### src/rtl/adc_if_pkg.sv
// rtl/adc_if_pkg.sv - shared constants and state encoding for the ADC serial link
package adc_if_pkg;

  localparam int DATA_W_DEF = 8;

  // Line levels shared with the receive path
  localparam logic CS_ACTIVE = 1'b0;
  localparam logic SCLK_IDLE = 1'b0;

  localparam logic [2:0] ST_IDLE  = 3'd0;
  localparam logic [2:0] ST_SETUP = 3'd1;
  localparam logic [2:0] ST_SHIFT = 3'd2;
  localparam logic [2:0] ST_HOLD  = 3'd3;
  localparam logic [2:0] ST_GAP   = 3'd4;

  function automatic int min1_clog2(input int n);
    return (n > 1) ? $clog2(n) : 1;
  endfunction

endpackage

### src/rtl/adc_serial_tx_if.sv
// rtl/adc_serial_tx_if.sv - sample handshake and serial line bundle for adc_serial_tx
interface adc_serial_tx_if #(
  parameter int DATA_W = adc_if_pkg::DATA_W_DEF
) ();

  logic [DATA_W-1:0] din;
  logic              valid;
  logic              ready;
  logic              cs;
  logic              sclk;
  logic              sdo;
  logic              done;
  logic              busy;

  modport master (
    output din, valid,
    input  ready, cs, sclk, sdo, done, busy
  );

  modport slave (
    input  din, valid,
    output ready, cs, sclk, sdo, done, busy
  );

endinterface

### src/rtl/sclk_tick_gen.sv
// rtl/sclk_tick_gen.sv - clock-enable tick every DIV_HALF cycles with synchronous clear
module sclk_tick_gen
  import adc_if_pkg::*;
#(
  parameter int DIV_HALF = 2
) (
  input  logic clk_i,
  input  logic rst_ni,
  input  logic clr_i,
  output logic tick_o
);

  localparam int DIV_W = min1_clog2(DIV_HALF);
  localparam logic [DIV_W-1:0] LAST = DIV_W'(DIV_HALF - 1);

  logic [DIV_W-1:0] cnt_q, cnt_d;

  assign tick_o = !clr_i && (cnt_q == LAST);

  always_comb begin
    cnt_d = cnt_q;
    if (clr_i || tick_o) begin
      cnt_d = '0;
    end else begin
      cnt_d = cnt_q + DIV_W'(1);
    end
  end

  always_ff @(posedge clk_i or negedge rst_ni) begin
    if (!rst_ni) begin
      cnt_q <= '0;
    end else begin
      cnt_q <= cnt_d;
    end
  end

endmodule

### src/rtl/adc_serial_tx.sv
// rtl/adc_serial_tx.sv - CS-framed serial transmitter for the joystick ADC link
module adc_serial_tx
  import adc_if_pkg::*;
#(
  parameter int DATA_W    = DATA_W_DEF,
  parameter int DIV_HALF  = 2,
  parameter int GAP_CYC   = 2,
  parameter int LSB_FIRST = 1
) (
  input  logic           clk_in,
  input  logic           reset,
  adc_serial_tx_if.slave bus
);

  localparam int CNT_W = $clog2(DATA_W + 1);
  localparam int GAP_W = min1_clog2(GAP_CYC);
  localparam logic [CNT_W-1:0] LAST_BIT = CNT_W'(DATA_W - 1);
  localparam logic [GAP_W-1:0] LAST_GAP = GAP_W'(GAP_CYC - 1);

  logic [2:0]        state_q, state_d;
  logic [DATA_W-1:0] shift_q, shift_d;
  logic [CNT_W-1:0]  bit_cnt_q, bit_cnt_d;
  logic [GAP_W-1:0]  gap_cnt_q, gap_cnt_d;
  logic              cs_q, cs_d;
  logic              sclk_q, sclk_d;
  logic              sdo_q, sdo_d;
  logic              done_q, done_d;
  logic              busy_q, busy_d;
  logic              ready_q, ready_d;

  logic              tick;
  logic              div_clr;
  logic              accept;
  logic              din_first;
  logic              shift_first;
  logic [DATA_W-1:0] din_rest;
  logic [DATA_W-1:0] shift_rest;

  assign accept  = (state_q == ST_IDLE) && ready_q && bus.valid;
  assign div_clr = !((state_q == ST_SETUP) || (state_q == ST_SHIFT) || (state_q == ST_HOLD));

  // The first bit goes straight to sdo on accept; the shift register keeps the rest
  always_comb begin
    if (LSB_FIRST != 0) begin
      din_first   = bus.din[0];
      din_rest    = bus.din >> 1;
      shift_first = shift_q[0];
      shift_rest  = shift_q >> 1;
    end else begin
      din_first   = bus.din[DATA_W-1];
      din_rest    = bus.din << 1;
      shift_first = shift_q[DATA_W-1];
      shift_rest  = shift_q << 1;
    end
  end

  sclk_tick_gen #(
    .DIV_HALF (DIV_HALF)
  ) u_tick (
    .clk_i  (clk_in),
    .rst_ni (reset),
    .clr_i  (div_clr),
    .tick_o (tick)
  );

  always_comb begin
    state_d   = state_q;
    shift_d   = shift_q;
    bit_cnt_d = bit_cnt_q;
    gap_cnt_d = gap_cnt_q;
    cs_d      = cs_q;
    sclk_d    = sclk_q;
    sdo_d     = sdo_q;
    done_d    = 1'b0;
    busy_d    = busy_q;
    ready_d   = ready_q;

    case (state_q)
      ST_IDLE: begin
        if (accept) begin
          state_d   = ST_SETUP;
          shift_d   = din_rest;
          sdo_d     = din_first;
          cs_d      = CS_ACTIVE;
          ready_d   = 1'b0;
          busy_d    = 1'b1;
          bit_cnt_d = '0;
        end
      end
      ST_SETUP: begin
        if (tick) begin
          state_d = ST_SHIFT;
          sclk_d  = ~SCLK_IDLE;
        end
      end
      ST_SHIFT: begin
        if (tick) begin
          if (sclk_q == SCLK_IDLE) begin
            sclk_d  = ~SCLK_IDLE;
            sdo_d   = shift_first;
            shift_d = shift_rest;
          end else begin
            sclk_d    = SCLK_IDLE;
            bit_cnt_d = bit_cnt_q + CNT_W'(1);
            if (bit_cnt_q == LAST_BIT) begin
              state_d = ST_HOLD;
            end
          end
        end
      end
      ST_HOLD: begin
        if (tick) begin
          state_d   = ST_GAP;
          cs_d      = ~CS_ACTIVE;
          sdo_d     = 1'b0;
          done_d    = 1'b1;
          gap_cnt_d = '0;
        end
      end
      ST_GAP: begin
        if (gap_cnt_q == LAST_GAP) begin
          state_d   = ST_IDLE;
          ready_d   = 1'b1;
          busy_d    = 1'b0;
          bit_cnt_d = '0;
        end else begin
          gap_cnt_d = gap_cnt_q + GAP_W'(1);
        end
      end
      default: begin
        state_d   = ST_IDLE;
        shift_d   = '0;
        bit_cnt_d = '0;
        gap_cnt_d = '0;
        cs_d      = ~CS_ACTIVE;
        sclk_d    = SCLK_IDLE;
        sdo_d     = 1'b0;
        busy_d    = 1'b0;
        ready_d   = 1'b1;
      end
    endcase
  end

  always_ff @(posedge clk_in or negedge reset) begin
    if (!reset) begin
      state_q   <= ST_IDLE;
      shift_q   <= '0;
      bit_cnt_q <= '0;
      gap_cnt_q <= '0;
      cs_q      <= ~CS_ACTIVE;
      sclk_q    <= SCLK_IDLE;
      sdo_q     <= 1'b0;
      done_q    <= 1'b0;
      busy_q    <= 1'b0;
      ready_q   <= 1'b1;
    end else begin
      state_q   <= state_d;
      shift_q   <= shift_d;
      bit_cnt_q <= bit_cnt_d;
      gap_cnt_q <= gap_cnt_d;
      cs_q      <= cs_d;
      sclk_q    <= sclk_d;
      sdo_q     <= sdo_d;
      done_q    <= done_d;
      busy_q    <= busy_d;
      ready_q   <= ready_d;
    end
  end

  assign bus.ready = ready_q;
  assign bus.cs    = cs_q;
  assign bus.sclk  = sclk_q;
  assign bus.sdo   = sdo_q;
  assign bus.done  = done_q;
  assign bus.busy  = busy_q;

endmodule
### src/flat_wrapper.sv
// flat-port wrapper written by rule: the top's interface ports become plain ports
module adc_serial_tx_flat import adc_if_pkg::*;
#(
  parameter int DATA_W    = DATA_W_DEF,
  parameter int DIV_HALF  = 2,
  parameter int GAP_CYC   = 2,
  parameter int LSB_FIRST = 1
)
  (clk_in, reset, bus_din, bus_valid, bus_ready, bus_cs, bus_sclk, bus_sdo, bus_done, bus_busy);
  adc_serial_tx_if #(.DATA_W(DATA_W)) bus_i ();
  input  logic clk_in;
  input  logic reset;
  input wire logic [$bits(bus_i.din)-1:0] bus_din;
  input wire logic [$bits(bus_i.valid)-1:0] bus_valid;
  output wire logic [$bits(bus_i.ready)-1:0] bus_ready;
  output wire logic [$bits(bus_i.cs)-1:0] bus_cs;
  output wire logic [$bits(bus_i.sclk)-1:0] bus_sclk;
  output wire logic [$bits(bus_i.sdo)-1:0] bus_sdo;
  output wire logic [$bits(bus_i.done)-1:0] bus_done;
  output wire logic [$bits(bus_i.busy)-1:0] bus_busy;
  assign bus_i.din = bus_din;
  assign bus_i.valid = bus_valid;
  assign bus_ready = bus_i.ready;
  assign bus_cs = bus_i.cs;
  assign bus_sclk = bus_i.sclk;
  assign bus_sdo = bus_i.sdo;
  assign bus_done = bus_i.done;
  assign bus_busy = bus_i.busy;
  adc_serial_tx #(.DATA_W(DATA_W), .DIV_HALF(DIV_HALF), .GAP_CYC(GAP_CYC), .LSB_FIRST(LSB_FIRST)) u_core (.clk_in(clk_in), .reset(reset), .bus(bus_i));
endmodule
### config.mk
export PLATFORM = sky130hd
export DESIGN_NAME = adc_serial_tx_flat
export DESIGN_NICKNAME = d
export VERILOG_FILES = /design/src/rtl/adc_if_pkg.sv /design/src/rtl/adc_serial_tx_if.sv /design/src/rtl/sclk_tick_gen.sv /design/src/rtl/adc_serial_tx.sv /design/src/flat_wrapper.sv
export SDC_FILE = /design/constraint.sdc
export NUM_CORES = 1
export LEC_CHECK = 0
export ABC_CLOCK_PERIOD_IN_PS = 1400
export BUFFER_PORTS_ARGS = -buffer_cell sky130_fd_sc_hd__buf_2
export CAP_MARGIN = 0
export CORE_AREA = 2 2 61 46
export DETAILED_ROUTE_END_ITERATION = 7
export DIE_AREA = 0 0 63 48
export PLACE_DENSITY = 0.72
export SLEW_MARGIN = 40
export SYNTH_ARGS = -nofsm -noshare
export SYNTH_HDL_FRONTEND = slang
export SYNTH_SLANG_ARGS = --single-unit
### constraint.sdc
create_clock -name clk_in -period 1.4 [get_ports clk_in]
set_input_delay 0.42 -clock clk_in [delete_from_list [all_inputs] [get_ports clk_in]]
set_output_delay 0.42 -clock clk_in [all_outputs]
set_load 0.1 [all_outputs]
== Word level (Yosys, flattened, before mapping) ==
Cells that the tools add are included.
Operators by class
  multiplexer cells: 38
  shifts and indexed selects: 0
  div/mod/pow operators: 0
  $lt $le $gt $ge: 0
  $add $sub $neg: 3
  multipliers: 0
  bitwise operators: 7
  reductions and logical operators: 23
  equality and inequality tests: 13
Operators with widths (count)
  2-to-1 mux 8 bit: 3
  case mux 8 bit (3 select lines): 1
  2-to-1 mux 3 bit: 7
  2-to-1 mux 4 bit: 4
  case mux 4 bit (4 select lines): 1
  2-to-1 mux 1 bit: 15
  case mux 1 bit (3 select lines): 5
  case mux 3 bit (5 select lines): 1
  OR reduction 3 bit: 5
  inequality test 2 bit (second input constant): 5
  AND reduction 5 bit: 2
  AND reduction 3 bit: 3
  NOT 1 bit: 7
  AND reduction 7 bit: 1
  equality test 3 x 2 -> 1 bit (second input constant): 2
  inequality test 2 x 1 -> 1 bit (second input constant): 3
  adder 4 x 1 -> 4 bit (second input constant): 1
  equality test 4 x 3 -> 1 bit (second input constant): 1
  case mux 1 bit (4 select lines): 1
  AND reduction 4 bit: 1
  OR reduction 2 bit: 2
  equality test 3 x 1 -> 1 bit (second input constant): 1
  equality test 3 bit (second input constant): 1
  logical AND 1 bit: 3
  other kinds (5): 8
Storage, ports and cells
  bits in read-only memories: 0
  latch bits: 0
  memories: 0
  output and inout port bits: 6
  flip-flop bits (word level): 23
  input bits: 11
  bits in writable memories: 0

== Depth between registers and ports, before layout ==
Gate-level depths: netlist (run 1).
  word-level depth: 6
  gate-level depth with buffers: 6
  depth with buffers taken out: 5

== By module ==
A second synthesis (run 1) with hierarchy kept.
Second synthesis, totals
  cell total of the unflattened synthesis: 114
  area, all modules: 1199.9 um2
By module, submodules not included
  adc_serial_tx: area an instance 1157.4 um2, instances 1, cells each 111
  sclk_tick_gen: area an instance 42.5 um2, instances 1, cells each 3

== Least setup slack after synthesis (run 1) ==
No wires, ideal clock.
  path kind: reg-to-reg
  from: register u_core.sclk_q, in the netlist u_core.bus.sclk
  to: register u_core.sdo_q, in the netlist u_core.bus.sdo
  library setup time: 0.125 ns
  required time: 1.275 ns
  arrival time: 1.679 ns
  period minus slack after synthesis: 1.804 ns
  cell stages (with the launch flop): 4
  path buffers: 0
  setup slack: -0.404 ns
  cells stage by stage: dfrtp_1 > nor2b_1 > o221ai_1 > mux2_2
Between the ends
  word-level cells in the longest chain between the ends: 2
RTL lines
  from (decl): RTL line adc_serial_tx.sv:25  | logic sclk_q, sclk_d;
  from (signal assigned): RTL line adc_serial_tx.sv:162  | sclk_q <= sclk_d;
  inequality test 2 bit (no source line)
  AND reduction 5 bit (no source line)
  to (signal assigned): RTL line adc_serial_tx.sv:163  | sdo_q <= sdo_d;
  to (decl): RTL line adc_serial_tx.sv:26  | logic sdo_q, sdo_d;
Every way passes these cells.
A chain may end at the register's enable or synchronous reset.

== Worst setup path after layout (run 1) ==
  from: register u_core.ready_q, in the netlist u_core.bus.ready
  to: output bus_ready
RTL lines
  from (decl): RTL line adc_serial_tx.sv:29  | logic ready_q, ready_d;
  from (signal assigned): RTL line adc_serial_tx.sv:166  | ready_q <= ready_d;
  to (decl): RTL line flat_wrapper.sv:15  | output wire logic [$bits(bus_i.ready)-1:0] bus_ready;
No word-level cell between the ends.

==> summary.md, run 1 <==
| Metric | Value |
|---|---|
| Internal Power | between 2 and 2.5 mW |
| CTS clk-pin slew, worst paths | around 130 ps |
| Placement Cell Area | approximately 1500 sq um |
| Pre-antenna DRT Iters | 6 |
| Asr flop ratio synth | 1.00 |
| Combinational power share | 0.672 |
| Detailed router's first-iteration violation count | 57 |
| Max Clk Rate | between 600 and 700 MHz |
| Setup-failing EPs final | 16 |
| Worst clock skew | roughly 1.5 ps |
| Hold Path Class | in2async |
| Clock power frac | 0.081 |
| DIE WIDTH | 63 um |
| Final Wtd Congestion | between 0.8 and 0.9 |
| Design area | 1740 sq um |
| Global-route wire length before repair | 4.75 mm |
| P_sw | ~2.1 mW |
| Mean Syn Cell Area | approximately 10 sq um |
| Cell row count | 15 |
| WP data required | between 900 and 1000 ps |
| Synth warn | 0 |
| Root buf cell | clkbuf_4 |
| Worst-skew pair later-pin latency | 320 ps |
| Clock sink count | 22 |
| Critical path startpoint category | register |
| Largest net degree at the start of global routing | 23 |
| Via count | roughly 1100 |
| Slew headroom | 0.669 |
| # diodes | 0 |
| Flop pwr share | 0.247 |
| Die H | around 48 um |
| Switching Share | 0.468 |
| WHS | between 40 and 50 ps |
| Nature of the critical path endpoint | primary output |
| PwrDens | 2610 nW/um^2 |
| Post-DR wirelength/cell | about 15 um |
| Crit path DAT | about 1200 ps |
| Status | finished, violations left |
| Slew Limit Fails | 0 |
| Post-layout min period | between 1500 and 2000 ps |
| Setup TNS | -2760 ps |
| Maximum vdd drop | 1.50 mV |
| Synthesized cell area | between 1000 and 1500 sq um |
| Maxcap violations | 0 |
| Hold Violations, Final | 0 |
| Layout cells sized above 1 | 0.468 |
| Total global routing overflow | 0 |
| Total track usage | 0.215 |
| Post-route ant nets | 0 |
| PortBufs | 16 |
| Number of synthesized flops with an enable pin | 0 |
| Post-CTS Hold Fix Bufs | 0 |
| Final WL | around 3 mm |
| Via density per instance | between 5 and 6 |
| Critical path type | reg2out |
| Final setup margin | -249 ps |
| Vias in the first global route | between 900 and 1000 |
| Unique masters post-synth | 42 |
| Maximum clock insertion buffer count | 2 |
| Initial antenna violation count | 0 |
| Syn_nets | approximately 130 |
| Number of nets in the layout | between 150 and 200 |
| Failing checks | setup timing |
| DRC Markers | 0 |
| Dpl hpwl | about 1.9 mm |
| Die area | 3020 sq um |
| Number of I/O pins | 17 |
| Num CTS Buffers | 3 |
| Leakage | ~0.76 nW |
| Least-Margin Pin Slew | roughly 500 ps |
| RSZ-0062 raised after global routing | yes |
| Main synth FF type | dfrtp_1 |
| Mapped Cells | 120 |
| Synth Register Bits | 22 |
| CTS tree | built |
| Area Overhead vs Synth | 49.1% |
| Starting density of the core | 0.489 |
| CP max FO | 2 |
| Post-synthesis sequential area ratio | 0.474 |
| CORE AREA | between 2000 and 2500 sq um |
| CTS H-Tree Depth | 1 |
| Period utilisation layout | 1.18 |
## cell type report
cell class	instances	area, sq um
fillers	170	644
inverters	2	7.51
clock buffers	4	36.3
flip-flops and latches	22	563
well taps	34	42.5
multi-input cells	88	706
repair buffers	42	384
## cell usage after synthesis, drive strengths merged, types with 2 or more instances
master	count	area [sq um]
inv	2	7.51
a21oi	7	35.0
nand2b	2	12.5
buf	7	50.1
clkbuf	2	7.51
o22ai	2	18.8
dfstp	2	52.6
nor2	10	40.0
nand3	6	30.0
o31ai	6	45.0
nor2b	3	18.8
dfrtp	20	500
mux2i	7	70.1
nor3b	2	15.0
a31oi	2	12.5
nand2	13	48.8
o21ai	5	25.0
nor3	2	10.0
or2	2	12.5
## cells by family (layout without fill, tap and decap cells)
kind of cell	after synthesis	count (layout)	share of synthesized area
XOR/XNOR	2	2	0.0150
flip-flops	22	22	0.474
AO/OA/AOI/OAI	32	33	0.189
buffers and inverters	11	48	0.0558
AND/OR/NAND/NOR	44	44	0.186
multiplexers	8	8	0.0697
adder cells (fa/ha/maj)	1	1	0.0107
## per-layer routing
layer	vias to the layer above	wire, um	GRT usage
met4	0	57	0.0978
met2	39	1380	0.362
met3	8	134	0.0659
met5	-	0	0
li1	511	-	-
met1	523	1350	0.265
## what timing repair did
item                       4_1_cts  5_1_grt
gates resized for setup         21       16
cloned                           1        0
pin swaps                        5        4
setup endpoints to repair       12       21
buffers inserted                 4        4
## power by group through the flow
stage / logic (mW) / registers [mW] / clock network (mW)
finish: 3.05 / 1.12 / 0.367
CTS: 2.78 / 1.10 / 0.374
global route: 3.26 / 1.14 / 0.403
detailed placement: 2.30 / 1.12 / 0
floorplan: 1.14 / 1.49 / 0
global placement: 2.25 / 1.10 / 0
## placed cells by master (no fill, tap or decap), drive strengths merged, types with 2 or more instances in the layout
cell type	n
nor3	2
nand2b	2
clkbuf	4
nand2	13
nand3	6
o21ai	5
nor2b	3
nor2	10
buf	42
o31ai	6
dfstp	2
dfrtp	20
mux2i	7
inv	2
o22ai	3
nor3b	2
a31oi	2
or2	2
a21oi	7
## state kept, by name, summed over array words and instances, names as in the netlist
signal,count
u_core.bus.cs,1
u_core.bus.busy,1
u_core.bit_cnt_q,4
u_core.bus.done,1
u_core.bus.sclk,1
u_core.shift_q,7
u_core.u_tick.cnt_q,1
u_core.bus.sdo,1
u_core.bus.ready,1
u_core.gap_cnt_q,1
u_core.state_q,3
## worst max-delay path: stages, from the launching register on
cell and delay (ps):
dfstp_4 640, buf_6 100, buf_12 160
## final timing paths
path,depth (start not counted),start,endpoint,slack [ps]
max,2,u_core.bus.ready,bus_ready,-250
min,1,reset,u_core.shift_q[0],40
max reg2reg,6,u_core.bus.ready,u_core.state_q[0],-240
min reg2reg,1,u_core.shift_q[6],u_core.shift_q[6],510
max in group asynchronous,1,reset,u_core.bus.sclk,980
min in group clk_in,2,bus_din[7],u_core.shift_q[6],340
## per-stage QoR
stage               utilization  power (mW)  setup WS, ps  instances
CTS                       0.689        4.26          -268        188
global route              0.730        4.80          -284        192
finish                    0.730        4.53          -249        192
global placement          0.614        3.35          -108        179
floorplan                     -        2.63          -204        120
detailed placement        0.614        3.42          -121        179
No activity file was read; power rests on OpenSTA's default activity.
==> run 2: changes to the inputs <==
Settings changed: BUFFER_PORTS_ARGS -buffer_cell sky130_fd_sc_hd__buf_2 to -buffer_cell sky130_fd_sc_hd__buf_4.
==> summary.md, run 2 (synthesized netlist as in run 1, its figures left out) <==
| Metric | Value |
|---|---|
| RSZ-0062 raised after global routing | yes |
| Clock sink count | 22 |
| Least-Margin Pin Slew | 338 ps |
| Placed Cells | around 180 |
| Worst clock skew | 7.25 ps |
| Nature of the critical path endpoint | primary output |
| Starting density of the core | 0.489 |
| PwrDens | approximately 2700 nW/um^2 |
| Dpl hpwl | 1.84 mm |
| Period utilisation layout | 1.13 |
| CTS clk-pin slew, worst paths | roughly 130 ps |
| Die H | 48 um |
| Layout cells sized above 1 | 0.452 |
| Critical path startpoint category | register |
| Die area | approximately 3000 sq um |
| Maximum vdd drop | 1.38 mV |
| Pre-antenna DRT Iters | 4 |
| Filler cell count in the final layout | roughly 160 |
| CTS H-Tree Depth | 1 |
| Leakage | roughly 0.75 nW |
| Maximum clock insertion buffer count | 2 |
| Most frequent cells in the layout | 29 x buf_4, 18 x dfrtp_1, 11 x nand2_1 |
| Slew Limit Fails | 0 |
| Number of nets in the layout | ~170 |
| Hold Path Class | in2reg |
| WP buf/inv | 1 |
| Storage element area | between 500 and 600 sq um |
| Hold depth | 2 |
| Delay-heaviest family, CP | flip-flops |
| Via count | roughly 1100 |
| Final Wtd Congestion | a little over 0.7 |
| WP data required | around 1000 ps |
| Via density per instance | 5.77 |
| Total global routing overflow | 0 |
| Root buf cell | clkbuf_4 |
| Slew headroom | 0.775 |
| Min-Delay Startpoint | bus_din[7] |
| R2R setup slack | -160 ps |
| CTS tree | built |
| # diodes | 0 |
| Post-layout min period | between 1500 and 2000 ps |
| Post-route ant nets | 0 |
| Final Util | 0.724 |
| Critical-path cell list | buf_12 |
| CORE AREA | 2380 sq um |
| Max reg flops | 7 |
| Largest net degree at the start of global routing | 23 |
| Initial antenna violation count | 0 |
| Setup-failing EPs final | 17 |
| Crit path max-delay cell type | dfstp_4 |
| Reg2reg end | u_core.shift_q[6] |
| Hold Violations, Final | 0 |
| Cell row count | 15 |
| Post-DR wirelength/cell | ~17 um |
| CP max FO | 2 |
| FF-to-FF path depth | 4 |
| Detailed router's first-iteration violation count | 36 |
| Delay of the slowest cell on the worst path | ~660 ps |
| Stages on the worst setup path | 1 |
| Multi-input gate area | a little under 700 sq um |
| Num CTS Buffers | 3 |
| Worst r2r src | u_core.bus.ready |
| Top reg by flops | u_core.shift_q |
| Final setup margin | -180 ps |
| Top Registers | u_core.shift_q: 7 flops, u_core.bit_cnt_q: 4 flops, u_core.state_q: 3 flops |
| Hold endpoint | u_core.shift_q[6] |
| Maxcap violations | 0 |
| Global-route wire length before repair | 5.00 mm |
| PortBufs | 16 |
| Failing checks | setup timing |
| Max Clk Rate | 633 MHz |
| Crit path DAT | 1160 ps |
| Finished Layout Cells | roughly 190 |
| Post-Place Worst Slack | -123 ps |
| WHS | between 300 and 400 ps |
| Number of I/O pins | 17 |
| Final WL | between 3 and 4 mm |
| Area Overhead vs Synth | 48.0% |
| Most common cell after layout, fill and taps aside | buf_4 |
| Vias in the first global route | 1025 |
| DRC Markers | 0 |
| DIE WIDTH | 63 um |
| Status | finished, violations left |
| Worst-skew pair later-pin latency | between 300 and 400 ps |
| Critical path type | reg2out |
| Total track usage | 0.225 |
-- run 2: cell types whose count changed in the layout (fill, tap and decap cells not counted), sizes merged --
| cell | delta |
|---|---|
| buf | -4 |
| bufinv | +1 |
| clkbuf | -1 |
| dlygate4sd3 | +1 |
-- run 2: what timing repair did --
| item | CTS | global route |
|---|---|---|
| hold buffers | 1 | 0 |
| gates cloned | 1 | 0 |
| gates resized for setup | 33 | 16 |
| hold endpoints to repair | 20 | 0 |
| setup endpoints to repair | 16 | 23 |
| setup buffers | 6 | 0 |
| pin swaps | 11 | 7 |
-- run 2: worst reg2reg max path: cells and delay by family (launching register included) --
kind	cells	cell delay, ps
flip-flops	1	660
buffers and inverters	1	130
AND/OR/NAND/NOR	1	300
AO/OA/AOI/OAI	2	390
-- run 2: final cells by class --
| class | count | share of cell area |
|---|---|---|
| Sequential cell | 22 | 0.326 |
| Inverter | 2 | 0.00435 |
| Clock buffer | 3 | 0.0131 |
| Multi-Input combinational cell | 88 | 0.399 |
| Timing Repair Buffer | 39 | 0.216 |
| Tap cell | 34 | 0.0247 |
| Clock inverter | 1 | 0.0174 |
-- run 2: per-layer routing --
| metal | GRT usage | share of wire | vias up |
|---|---|---|---|
| met5 | 0 | 0 | - |
| met4 | 0.0978 | 0.017 | 0 |
| li1 | - | - | 508 |
| met3 | 0.0541 | 0.060 | 8 |
| met2 | 0.383 | 0.48 | 37 |
| met1 | 0.287 | 0.45 | 538 |
-- run 2: worst max path at each step --
stage	start	endpoint	slack (ps)
after floorplan	u_core.bus.ready	u_core.shift_q[6]	-200
after global placement	bus_valid	u_core.shift_q[1]	-50
after detailed placement	u_core.state_q[0]	u_core.shift_q[5]	-120
final	u_core.bus.ready	bus_ready	-180
after CTS	u_core.bus.ready	bus_ready	-190
after global routing	u_core.bus.ready	bus_ready	-220
-- run 2: per-stage QoR --
step	total power, mW	cell area (sq um)	TNS [ps]
final	4.58	1730	-1780
after global routing	4.80	1730	-2710
after CTS	4.30	1660	-1650
after detailed placement	3.18	1400	-837
after global placement	3.12	1400	-370
after floorplan	2.63	1170	-1420
-- run 2: report_power, final --
part           switching, mW  internal (mW)  leakage (nW)
combinational           1.69           1.27         0.447
sequential             0.230          0.885         0.278
clock                  0.219          0.290        0.0279
==> run 3: changes to the inputs <==
Settings changed: CORE_AREA 2 2 61 46 to 2 2 60 45, CTS_BUF_LIST set to sky130_fd_sc_hd__clkbuf_4, DIE_AREA 0 0 63 48 to 0 0 62 47, GPL_TIMING_DRIVEN set to 0, PLACE_DENSITY 0.72 to 0.74.
==> summary.md, run 3 (synthesized netlist as in run 1, its figures left out) <==
| Metric | Value |
|---|---|
| Crit path max-delay cell type | dfstp_4 |
| Post-layout min period | 1570 ps |
| Initial antenna violation count | 0 |
| CORE AREA | around 2300 sq um |
| Max Clk Rate | ~640 MHz |
| Finished Layout Cells | 190 |
| Maximum clock insertion buffer count | 2 |
| Delay of the slowest cell on the worst path | roughly 670 ps |
| Worst-skew pair later-pin latency | 320 ps |
| Met2 usage | 0.346 |
| Period utilisation layout | 1.12 |
| Leakage | roughly 0.75 nW |
| Post-Place Worst Slack | -164 ps |
| DIE WIDTH | just over 60 um |
| Slew Limit Fails | 0 |
| WP buf/inv | 1 |
| PortBufs | 16 |
| Placement Cell Area | about 1300 sq um |
| Cell row count | 15 |
| Final Wtd Congestion | ~0.78 |
| Most common cell after layout, fill and taps aside | buf_4 |
| CTS H-Tree Depth | 1 |
| Least-Margin Pin Slew | ~470 ps |
| Multi-input gate area | about 700 sq um |
| Design area | between 1500 and 2000 sq um |
| WHS | 365 ps |
| CTS tree | built |
| Hold Path Class | in2reg |
| Storage element area | roughly 560 sq um |
| Crit path DAT | 1150 ps |
| Filler cell count in the final layout | around 170 |
| Total global routing overflow | 0 |
| Final WL | 3.01 mm |
| Placed Cells | 170 |
| Die H | between 40 and 50 um |
| Critical path type | reg2out |
| Critical-path cell list | buf_12 |
| Final setup margin | -169 ps |
| Maxcap violations | 0 |
| Most frequent cells in the layout | 27 x buf_4, 18 x dfrtp_1, 8 x nand2_1 |
| CTS clk-pin slew, worst paths | ~110 ps |
| Top reg by flops | u_core.shift_q |
| Num CTS Buffers | 3 |
| Hold Violations, Final | 0 |
| Delay-heaviest family, CP | flip-flops |
| Via count | around 1100 |
| Via density per instance | 5.61 |
| Starting density of the core | 0.497 |
| Number of I/O pins | 17 |
| Largest net degree at the start of global routing | 23 |
| # diodes | 0 |
| Post-route ant nets | 0 |
| Root buf cell | clkbuf_4 |
| Maximum vdd drop | between 1.5 and 2 mV |
| Area Overhead vs Synth | 45.5% |
| Clock sink count | 22 |
| WP data required | just under 1000 ps |
| Total track usage | 0.221 |
| GR met3 Demand/Resource | 0.0661 |
| CP max FO | 5 |
| Dpl hpwl | 1.72 mm |
| Slew headroom | 0.690 |
| Number of nets in the layout | 169 |
| Die area | about 2900 sq um |
| Failing checks | setup timing |
| Critical path startpoint category | register |
| Top Registers | u_core.shift_q: 7 flops, u_core.bit_cnt_q: 4 flops, u_core.state_q: 3 flops |
| Pre-antenna DRT Iters | 4 |
| Max reg flops | 7 |
| Status | finished, violations left |
| Global-route wire length before repair | 4.66 mm |
| Global Route met1 Usage | 0.315 |
| RSZ-0062 raised after global routing | yes |
| Post-DR wirelength/cell | about 16 um |
| DRC Markers | 0 |
| PwrDens | around 2600 nW/um^2 |
| Detailed router's first-iteration violation count | around 150 |
| Setup-failing EPs final | 11 |
| Worst clock skew | 15.6 ps |
| Vias in the first global route | 990 |
| Layout cells sized above 1 | 0.455 |
| Nature of the critical path endpoint | primary output |
| Most Crowded Layer GR | met2 |
run 3: path summary, 6_finish.rpt:
check	cells after the start	slack, ps	endpoint	from
max	1	-170	bus_ready	u_core.bus.ready
max reg2reg	4	-140	u_core.shift_q[6]	u_core.bus.ready
max in group asynchronous	2	580	u_core.bus.cs	reset
min in group asynchronous	2	520	u_core.shift_q[1]	reset
min	2	360	u_core.shift_q[6]	bus_din[7]
min reg2reg	1	490	u_core.bit_cnt_q[0]	u_core.bit_cnt_q[0]
run 3: report_power, final:
group / internal [mW] / switching (mW) / leakage, nW
Clock: 0.104 / 0.196 / 0.0154
Sequential: 0.886 / 0.215 / 0.278
Combinational: 1.31 / 1.71 / 0.456
run 3: routing by layer:
layer | share of wire | wire length, um
met4 | 0.0033 | 10
met3 | 0.040 | 121
met2 | 0.47 | 1410
met1 | 0.49 | 1480
met5 | 0 | 0
run 3: cell type report:
cell class	count	share of cell area
Timing Repair Buffer	33	0.181
Tap cell	34	0.0251
Multi-Input combinational cell	87	0.403
Sequential cell	22	0.331
Buffer	8	0.0406
Clock inverter	1	0.00221
Inverter	2	0.00442
Clock buffer	3	0.0133
run 3: metrics by stage:
| step | TNS [ps] | util | total power, mW |
|---|---|---|---|
| final | -837 | 0.723 | 4.42 |
| after CTS | -592 | 0.662 | 3.90 |
| after global routing | -1440 | 0.723 | 4.70 |
| after global placement | -486 | 0.570 | 3.00 |
| after floorplan | -1420 | - | 2.63 |
| after detailed placement | -695 | 0.570 | 3.05 |
run 3: repair_timing:
item / CTS / global route
endpoints found under the setup margin: 15 / 19
gates resized for setup: 29 / 22
cloned: 1 / 0
hold buffers: 1 / 0
pin swaps: 7 / 4
buffers inserted: 9 / 6
hold endpoints to repair: 20 / 0
